**src/rtl/dds_burst_sched_if.sv**
```systemverilog
// Command bus between host/control logic and the DDS burst scheduler.
// Carries valid/ready handshake, command fields and the abort request.
interface dds_burst_sched_if #(
    parameter int LEN_W = 16,
    parameter int REP_W = 8
);
    logic             cmd_valid;
    logic             cmd_ready;
    logic [1:0]       cmd_sel;
    logic [LEN_W-1:0] cmd_len;
    logic [LEN_W-1:0] cmd_gap;
    logic [REP_W-1:0] cmd_rep;
    logic             abort;

    modport master (
        output cmd_valid,
        output cmd_sel,
        output cmd_len,
        output cmd_gap,
        output cmd_rep,
        output abort,
        input  cmd_ready
    );

    modport slave (
        input  cmd_valid,
        input  cmd_sel,
        input  cmd_len,
        input  cmd_gap,
        input  cmd_rep,
        input  abort,
        output cmd_ready
    );
endinterface

```
**src/rtl/dds_burst_sched.sv**
```systemverilog
// Burst scheduler for DDS generators: sequences one-hot dds_en lines and
// muxes the selected generator sample onto a shared registered DAC output.
// Ports: clk, rst (sync, active high), cmd (command bus, slave side),
//   wave_en (one-hot generator enables), wave_q (packed generator samples),
//   dout/dout_valid (scheduled sample), busy, done pulse, cmd_err pulse.
module dds_burst_sched #(
    parameter int DW      = 8,
    parameter int NWAV    = 4,
    parameter int LEN_W   = 16,
    parameter int REP_W   = 8,
    parameter int ROM_LAT = 1
) (
    input  logic                 clk,
    input  logic                 rst,
    dds_burst_sched_if.slave     cmd,
    output logic [NWAV-1:0]      wave_en,
    input  logic [NWAV*DW-1:0]   wave_q,
    output logic [DW-1:0]        dout,
    output logic                 dout_valid,
    output logic                 busy,
    output logic                 done,
    output logic                 cmd_err
);

    typedef enum logic [2:0] {
        IDLE,
        PRIME,
        BURST,
        GAP,
        FIN
    } state_t;

    localparam logic [LEN_W-1:0] PRIME_LAST = LEN_W'(ROM_LAT - 1);

    state_t           state_q;
    state_t           state_d;
    logic [1:0]       sel_q;
    logic [LEN_W-1:0] len_q;
    logic [LEN_W-1:0] gap_q;
    logic [REP_W-1:0] rep_q;
    logic [LEN_W-1:0] cnt_q;

    logic accept;
    logic sel_bad;
    logic burst_end;
    logic more_reps;
    logic ready;
    logic out_load;

    assign ready         = (state_q == IDLE);
    assign cmd.cmd_ready = ready;
    assign accept        = cmd.cmd_valid & ready;
    assign sel_bad       = ({30'd0, cmd.cmd_sel} >= 32'(NWAV));
    assign burst_end     = (state_q == BURST) && (cnt_q == len_q - 1'b1);
    assign more_reps     = (rep_q > REP_W'(1));
    // Abort must also suppress the beat that BURST would otherwise register.
    assign out_load      = (state_q == BURST) && !cmd.abort;

    always_ff @(posedge clk) begin
        if (rst) begin
            state_q <= IDLE;
        end else begin
            state_q <= state_d;
        end
    end

    always_comb begin
        state_d = state_q;
        wave_en = '0;
        busy    = (state_q != IDLE);
        done    = 1'b0;
        unique case (state_q)
            IDLE: begin
                if (accept && !sel_bad) begin
                    state_d = (cmd.cmd_len == '0) ? FIN : PRIME;
                end
            end
            PRIME: begin
                if (cnt_q == PRIME_LAST) begin
                    state_d = BURST;
                end
            end
            BURST: begin
                if (burst_end) begin
                    if (more_reps) begin
                        state_d = (gap_q == '0) ? PRIME : GAP;
                    end else begin
                        state_d = FIN;
                    end
                end
            end
            GAP: begin
                if (cnt_q == gap_q - 1'b1) begin
                    state_d = PRIME;
                end
            end
            FIN: begin
                done    = 1'b1;
                state_d = IDLE;
            end
            default: state_d = IDLE;
        endcase
        if (cmd.abort && (state_q != IDLE)) begin
            state_d = IDLE;
        end
        if ((state_q == PRIME) || (state_q == BURST)) begin
            for (int i = 0; i < NWAV; i++) begin
                wave_en[i] = (int'(sel_q) == i);
            end
        end
    end

    always_ff @(posedge clk) begin
        if (rst) begin
            sel_q      <= '0;
            len_q      <= '0;
            gap_q      <= '0;
            rep_q      <= '0;
            cnt_q      <= '0;
            dout       <= '0;
            dout_valid <= 1'b0;
            cmd_err    <= 1'b0;
        end else begin
            cmd_err <= accept && sel_bad;
            if (accept) begin
                sel_q <= cmd.cmd_sel;
                len_q <= cmd.cmd_len;
                gap_q <= cmd.cmd_gap;
                rep_q <= (cmd.cmd_rep == '0) ? REP_W'(1) : cmd.cmd_rep;
            end else if (burst_end && more_reps) begin
                rep_q <= rep_q - 1'b1;
            end
            // Phase counter restarts on every state change.
            cnt_q <= (state_d != state_q) ? '0 : cnt_q + 1'b1;
            dout_valid <= out_load;
            dout <= out_load ? wave_q[int'(sel_q)*DW +: DW] : '0;
        end
    end

endmodule
```
**src/flat_wrapper.sv**
```systemverilog
// flat-port wrapper written by rule: the top's interface ports become plain ports
module dds_burst_sched_flat 
#(
    parameter int DW      = 8,
    parameter int NWAV    = 4,
    parameter int LEN_W   = 16,
    parameter int REP_W   = 8,
    parameter int ROM_LAT = 1
)
  (clk, rst, wave_en, wave_q, dout, dout_valid, busy, done, cmd_err, cmd_cmd_valid, cmd_cmd_sel, cmd_cmd_len, cmd_cmd_gap, cmd_cmd_rep, cmd_abort, cmd_cmd_ready);
  dds_burst_sched_if #(.LEN_W(LEN_W), .REP_W(REP_W)) cmd_i ();
  input  logic clk;
  input  logic rst;
  output logic [NWAV-1:0] wave_en;
  input  logic [NWAV*DW-1:0] wave_q;
  output logic [DW-1:0] dout;
  output logic dout_valid;
  output logic busy;
  output logic done;
  output logic cmd_err;
  input wire logic [$bits(cmd_i.cmd_valid)-1:0] cmd_cmd_valid;
  input wire logic [$bits(cmd_i.cmd_sel)-1:0] cmd_cmd_sel;
  input wire logic [$bits(cmd_i.cmd_len)-1:0] cmd_cmd_len;
  input wire logic [$bits(cmd_i.cmd_gap)-1:0] cmd_cmd_gap;
  input wire logic [$bits(cmd_i.cmd_rep)-1:0] cmd_cmd_rep;
  input wire logic [$bits(cmd_i.abort)-1:0] cmd_abort;
  output wire logic [$bits(cmd_i.cmd_ready)-1:0] cmd_cmd_ready;
  assign cmd_i.cmd_valid = cmd_cmd_valid;
  assign cmd_i.cmd_sel = cmd_cmd_sel;
  assign cmd_i.cmd_len = cmd_cmd_len;
  assign cmd_i.cmd_gap = cmd_cmd_gap;
  assign cmd_i.cmd_rep = cmd_cmd_rep;
  assign cmd_i.abort = cmd_abort;
  assign cmd_cmd_ready = cmd_i.cmd_ready;
  dds_burst_sched #(.DW(DW), .NWAV(NWAV), .LEN_W(LEN_W), .REP_W(REP_W), .ROM_LAT(ROM_LAT)) u_core (.clk(clk), .rst(rst), .cmd(cmd_i), .wave_en(wave_en), .wave_q(wave_q), .dout(dout), .dout_valid(dout_valid), .busy(busy), .done(done), .cmd_err(cmd_err));
endmodule
```
**config.mk**
```make
export PLATFORM = sky130hd
export DESIGN_NAME = dds_burst_sched_flat
export DESIGN_NICKNAME = d
export VERILOG_FILES = /design/src/rtl/dds_burst_sched_if.sv /design/src/rtl/dds_burst_sched.sv /design/src/flat_wrapper.sv
export SDC_FILE = /design/constraint.sdc
export NUM_CORES = 1
export LEC_CHECK = 0
export ABC_AREA = 1
export BUFFER_PORTS_ARGS = -buffer_cell sky130_fd_sc_hd__buf_2
export CORE_MARGIN = 10
export CORE_UTILIZATION = 60
export DETAILED_ROUTE_END_ITERATION = 10
export GPL_TIMING_DRIVEN = 0
export PLACE_DENSITY = 0.88
export SLEW_MARGIN = 20
export SYNTH_ARGS = -nofsm -noshare
export SYNTH_HDL_FRONTEND = slang
export SYNTH_SLANG_ARGS = --single-unit
```
**constraint.sdc**
```tcl
create_clock -name clk -period 4.45 [get_ports clk]
set_input_delay 0.89 -clock clk [delete_from_list [all_inputs] [get_ports clk]]
set_output_delay 0.89 -clock clk [all_outputs]
set_load 0.05 [all_outputs]
```
### Word level (Yosys, flattened, before mapping)

Cells that the tools add are included.
Widths: inputs -> output; s select.

* add/sub/neg operators: 4
* order comparisons: 1
* equality and inequality tests: 10
* shift operators: 1
* muxes and demuxes: 14
* bitwise gates (word level): 2
* reduce and logical (&&, ||, !) cells: 16

Operator list (number)
* $logic_not 16->1: 3
* $eq 16x16->1: 2
* $shiftx 32x6->8: 1
* $sub 16x1->16 const B: 2
* $mux 8: 3
* $mux 3: 7
* $add 16x1->16 const B: 1
* $pmux 3 s4: 1
* $gt 8x1->1 const B: 1
* $logic_not 8->1: 1
* $sub 8x1->8 const B: 1
* $eq 3x2->1 const B: 2
* $eq 2x2->1 const B: 2
* $logic_and 1x1->1: 4
* $mux 4: 1
* $reduce_or 2->1: 2
* $eq 3x1->1 const B: 1
* $eq 3x3->1 const B: 1
* $logic_not 3->1: 1
* $ne 3x3->1: 1
* $reduce_bool 3->1: 1
* $eq 2x1->1 const B: 1
* $logic_not 2->1: 1
* $mux 2: 1
* 6 further kinds: 6

* flip-flop bits (word level): 70
* output and inout bits: 17

### Longest topological paths before layout

* word-level depth: 8
* depth in mapped cells: 19
* depth with buffers taken out: 18

### Worst setup path after synthesis

No wires, ideal clock.

* path kind: register to output
* start: reg u_core.state_q[1]
* end: out wave_en[0]
* arrival: 1.887 ns
* required time: 3.560 ns
* setup slack: 1.673 ns
* stages on the path, launching flop included: 7
* path buffers: 0
* cells stage by stage: dfxtp_1 inv_2 nor3_1 inv_1 nand2_1 inv_1 nor3_1

* cells in the longest elaborated chain, start to end: 3
* elaborated cells between the ends (all ways): 4
* those cells by class: 2 x eq/ne; 1 x mux; 1 x reduce/logical

RTL lines
* start: declaration: line dds_burst_sched.sv:35 `state_t state_q;`
* start signal: assignment: line dds_burst_sched.sv:63 `state_q <= state_d;`
* $eq 3x1->1 or $eq 3x2->1 (tied branches): line dds_burst_sched.sv:106 `if ((state_q == PRIME) || (state_q == BURST)) begin`
* $logic_or 1x1->1 (*): line dds_burst_sched.sv:106
* $mux 4 (*): line dds_burst_sched.sv:106
* end: declaration: line flat_wrapper.sv:14 `output logic [NWAV-1:0] wave_en;`

Every way passes the cells marked *; elsewhere a longest branch is shown, timed or not.

### Worst setup path in the final report

Ends and elaborated chain as after synthesis.

==> results.cfg <==
[global_routing]
grt_pass1_vias = 4965
grt_max_degree = 12
grt.total_usage = 0.230
antenna_found_initial = 0
overflow = 0
grt_pass1_wl_mm = 22.4

[placed_design]
port_buffers = 93
placed_area_sq_um = 5280
dp_hpwl_mm = 11.0
routabilityCongestion = 0.915
pre_cts_slack_ns = 1.63

[worst_setup_path]
arrival_ns = 2.11
crit_path_max_fanout = 4
required_ns = 3.56
start_kind = flop
max_stage_delay_ns = 0.50
slowest_stage = nor3_1
crit_type = flop to primary output
cp-end-kind = primary output
crit_chain = inv_2 > nor3_1 > inv_1 > nand2_1 > inv_1 > nor3_1 > buf_2

[timing]
worst_slack_ns = 1.45
max_freq_mhz = 333
period_minus_slack_ns = 3.00
fin_skew_ns = 0.00680
finalSetupTns_ns = 0
report.final.slew_viol_count = 0
finalCritPeriodShare = 0.674
hold_viol = 0
setup_violations = 0
slew_headroom = 0.571
rsz0062_at_grt = false
worst_pin_slew_ns = 0.639

[clock_network]
clkTransAtPathRegs_ns = 0.07
cts_setup_buffers = 0
hold_buffers = 0
cts_tree = yes
ctsResizeCount = 0
htreeDepth = 3
root_buffer = clkbuf_8
cts_buffer_depth = 2
cts_made_buffers = 9
clkLatencyLatePin_ns = 0.35
cts.sinks = 70

[logic_synthesis]
avgSynthCellArea_sq_um = 6.37
synthDominantCellAreaShare = 0.299
yosys_register_bits = 70
seq_area_frac_synth = 0.299
synth_warnings = 0
synth-simple-area-share = 0.375
synth_top_cell_by_area = dfxtp_1
ys_types = 36
yosys-top-cells-area = dfxtp_1 30%, nand2_1 13%, inv_1 7.5%
synth_compound_area_frac = 0.122
synthAdderAreaFrac = 0.0160
synthMuxAreaShare = 0
synth_xor_area_frac = 0.0796
synth_top_family_by_area = simple AND/OR/NAND/NOR gates
synth.net_count = 819
synth.cell_area_sq_um = 4680
synth_cells = 735

[route]
wl_met3_mm = 1.04
met1_length_mm = 5.78
highest_layer = met4
vias = 5128
drtIter0Drc = 338
avgRoutedWirePerCell_um = 14.5
wl_mm = 13.7
viasPerCell = 5.43
remaining_drc_errors = 0
drt_first_pass_iters = 6
ant_nets = 0
dr_wl_met2_mm = 6.59

[power]
power_leakage_nw = 2.61
ir_worst_vdd_mv = 0.464
p_total_mw = 2.54
powerDensity_nw_per_um2 = 464

[cells_and_area]
antenna_cells = 0
nNetsFinal = 923
drive_gt1_frac = 0.178
nFillCells = 653
final_cell_area_sq_um = 5470
syn2layout_area_growth_pct = 16.7

[floorplan]
num_rows = 32
die-area_sq_um = 11700
start_util = 0.612
fp.dieH_um = 108
chipWidth_um = 108
ios = 95
core_area_sq_um = 7650

[worst_hold_path]
hold_class = flop to flop

[run_status]
outcome = finished, final reports clean

[job]
maxCapViolCount = 0
==> layer usage <==
metal	GRT usage	up-vias
met1	0.286	2296
met4	0.0734	0
met5	0	-
li1	-	2560
met3	0.0553	34
met2	0.385	238
==> flip-flops by register name (all words and copies together) (netlist names) <==
register / cells
u_core.dout_valid: 1
u_core.sel_q: 2
u_core.rep_q: 8
u_core.dout: 8
u_core.state_q: 3
u_core.cnt_q: 16
u_core.len_q: 16
u_core.gap_q: 16
==> metrics by stage <==
step | util | std cells | hold slack [ns]
floorplan | - | 735 | 0.448
finish | 0.715 | 945 | 0.494
global placement | 0.690 | 930 | 0.467
detailed placement | 0.690 | 930 | 0.480
global route | 0.715 | 945 | 0.530
CTS | 0.715 | 945 | 0.491
==> placed cells by master (no fill, tap or decap), types with 8 or more instances in the layout <==
| master | n |
|---|---|
| clkbuf_1 | 20 |
| nand2_1 | 166 |
| dfxtp_1 | 70 |
| nor3_1 | 18 |
| buf_2 | 99 |
| inv_1 | 94 |
| xnor2_1 | 16 |
| o21ai_0 | 38 |
| a31oi_1 | 12 |
| nor3_2 | 14 |
| a21oi_1 | 41 |
| a22oi_1 | 8 |
| xor2_1 | 24 |
| nand3_1 | 63 |
| clkbuf_8 | 10 |
| nor2_1 | 90 |
==> cell usage after synthesis (all sizes together) <==
library cell / number
a211oi: 2
a21oi: 41
a22oi: 8
a31oi: 12
buf: 10
clkbuf: 19
conb: 1
dfxtp: 70
ha: 6
inv: 98
nand2: 173
nand3: 65
nand3b: 3
nand4: 7
nor2: 96
nor3: 32
nor3b: 2
nor4: 6
o2111ai: 1
o21a: 1
o21ai: 40
or2: 1
xnor2: 16
xnor3: 1
xor2: 24
==> area by class of cell <==
type                       instances  area [sq um]  share of cell area
multi-input combinational        538          2780               0.508
tap                              102           128              0.0234
inverter                          98           368              0.0673
clock buffer                      11           141              0.0259
buffer                            29           135              0.0247
timing repair buffer              93           465              0.0852
sequential                        70          1400               0.256
clock inverter                     4          47.5             0.00870
==> where the power goes <==
group | internal (mW) | switching, mW | leakage, nW | total [mW]
Combinational | 0.396 | 0.822 | 1.94 | 1.22
Sequential | 0.714 | 0.0950 | 0.574 | 0.809
Clock | 0.269 | 0.242 | 0.0952 | 0.511
==> final timing paths <==
check             depth (start not counted)  slack [ns]                             to                          start
setup reg to reg                         16        1.78    u_core.cnt_q[10]$_SDFF_PP0_   u_core.gap_q[0]$_SDFFE_PP0P_
hold reg to reg                           2        0.49  u_core.len_q[14]$_SDFFE_PP0P_  u_core.len_q[14]$_SDFFE_PP0P_
setup / recovery                          7        1.45                     wave_en[0]   u_core.state_q[1]$_SDFF_PP0_
hold / removal                            2        0.49  u_core.len_q[14]$_SDFFE_PP0P_  u_core.len_q[14]$_SDFFE_PP0P_
==> kinds of logic (layout without fill, tap and decap cells) <==
family,count (synthesis),in the layout
DFF,70,70
other,1,1
xor gates and xnor gates,41,41
buffers and inverters,127,235
AOI/OAI and AO/OA,105,105
adders and majority gates,6,6
and+or+nand+nor,385,385
==> worst max-delay path: cells and delay by family, from the launching register on <==
family,cells,cell delay (ns)
simple gates,3,0.74
flops,1,0.41
buf+inv,4,0.61
(Power assumes the default switching activity.)
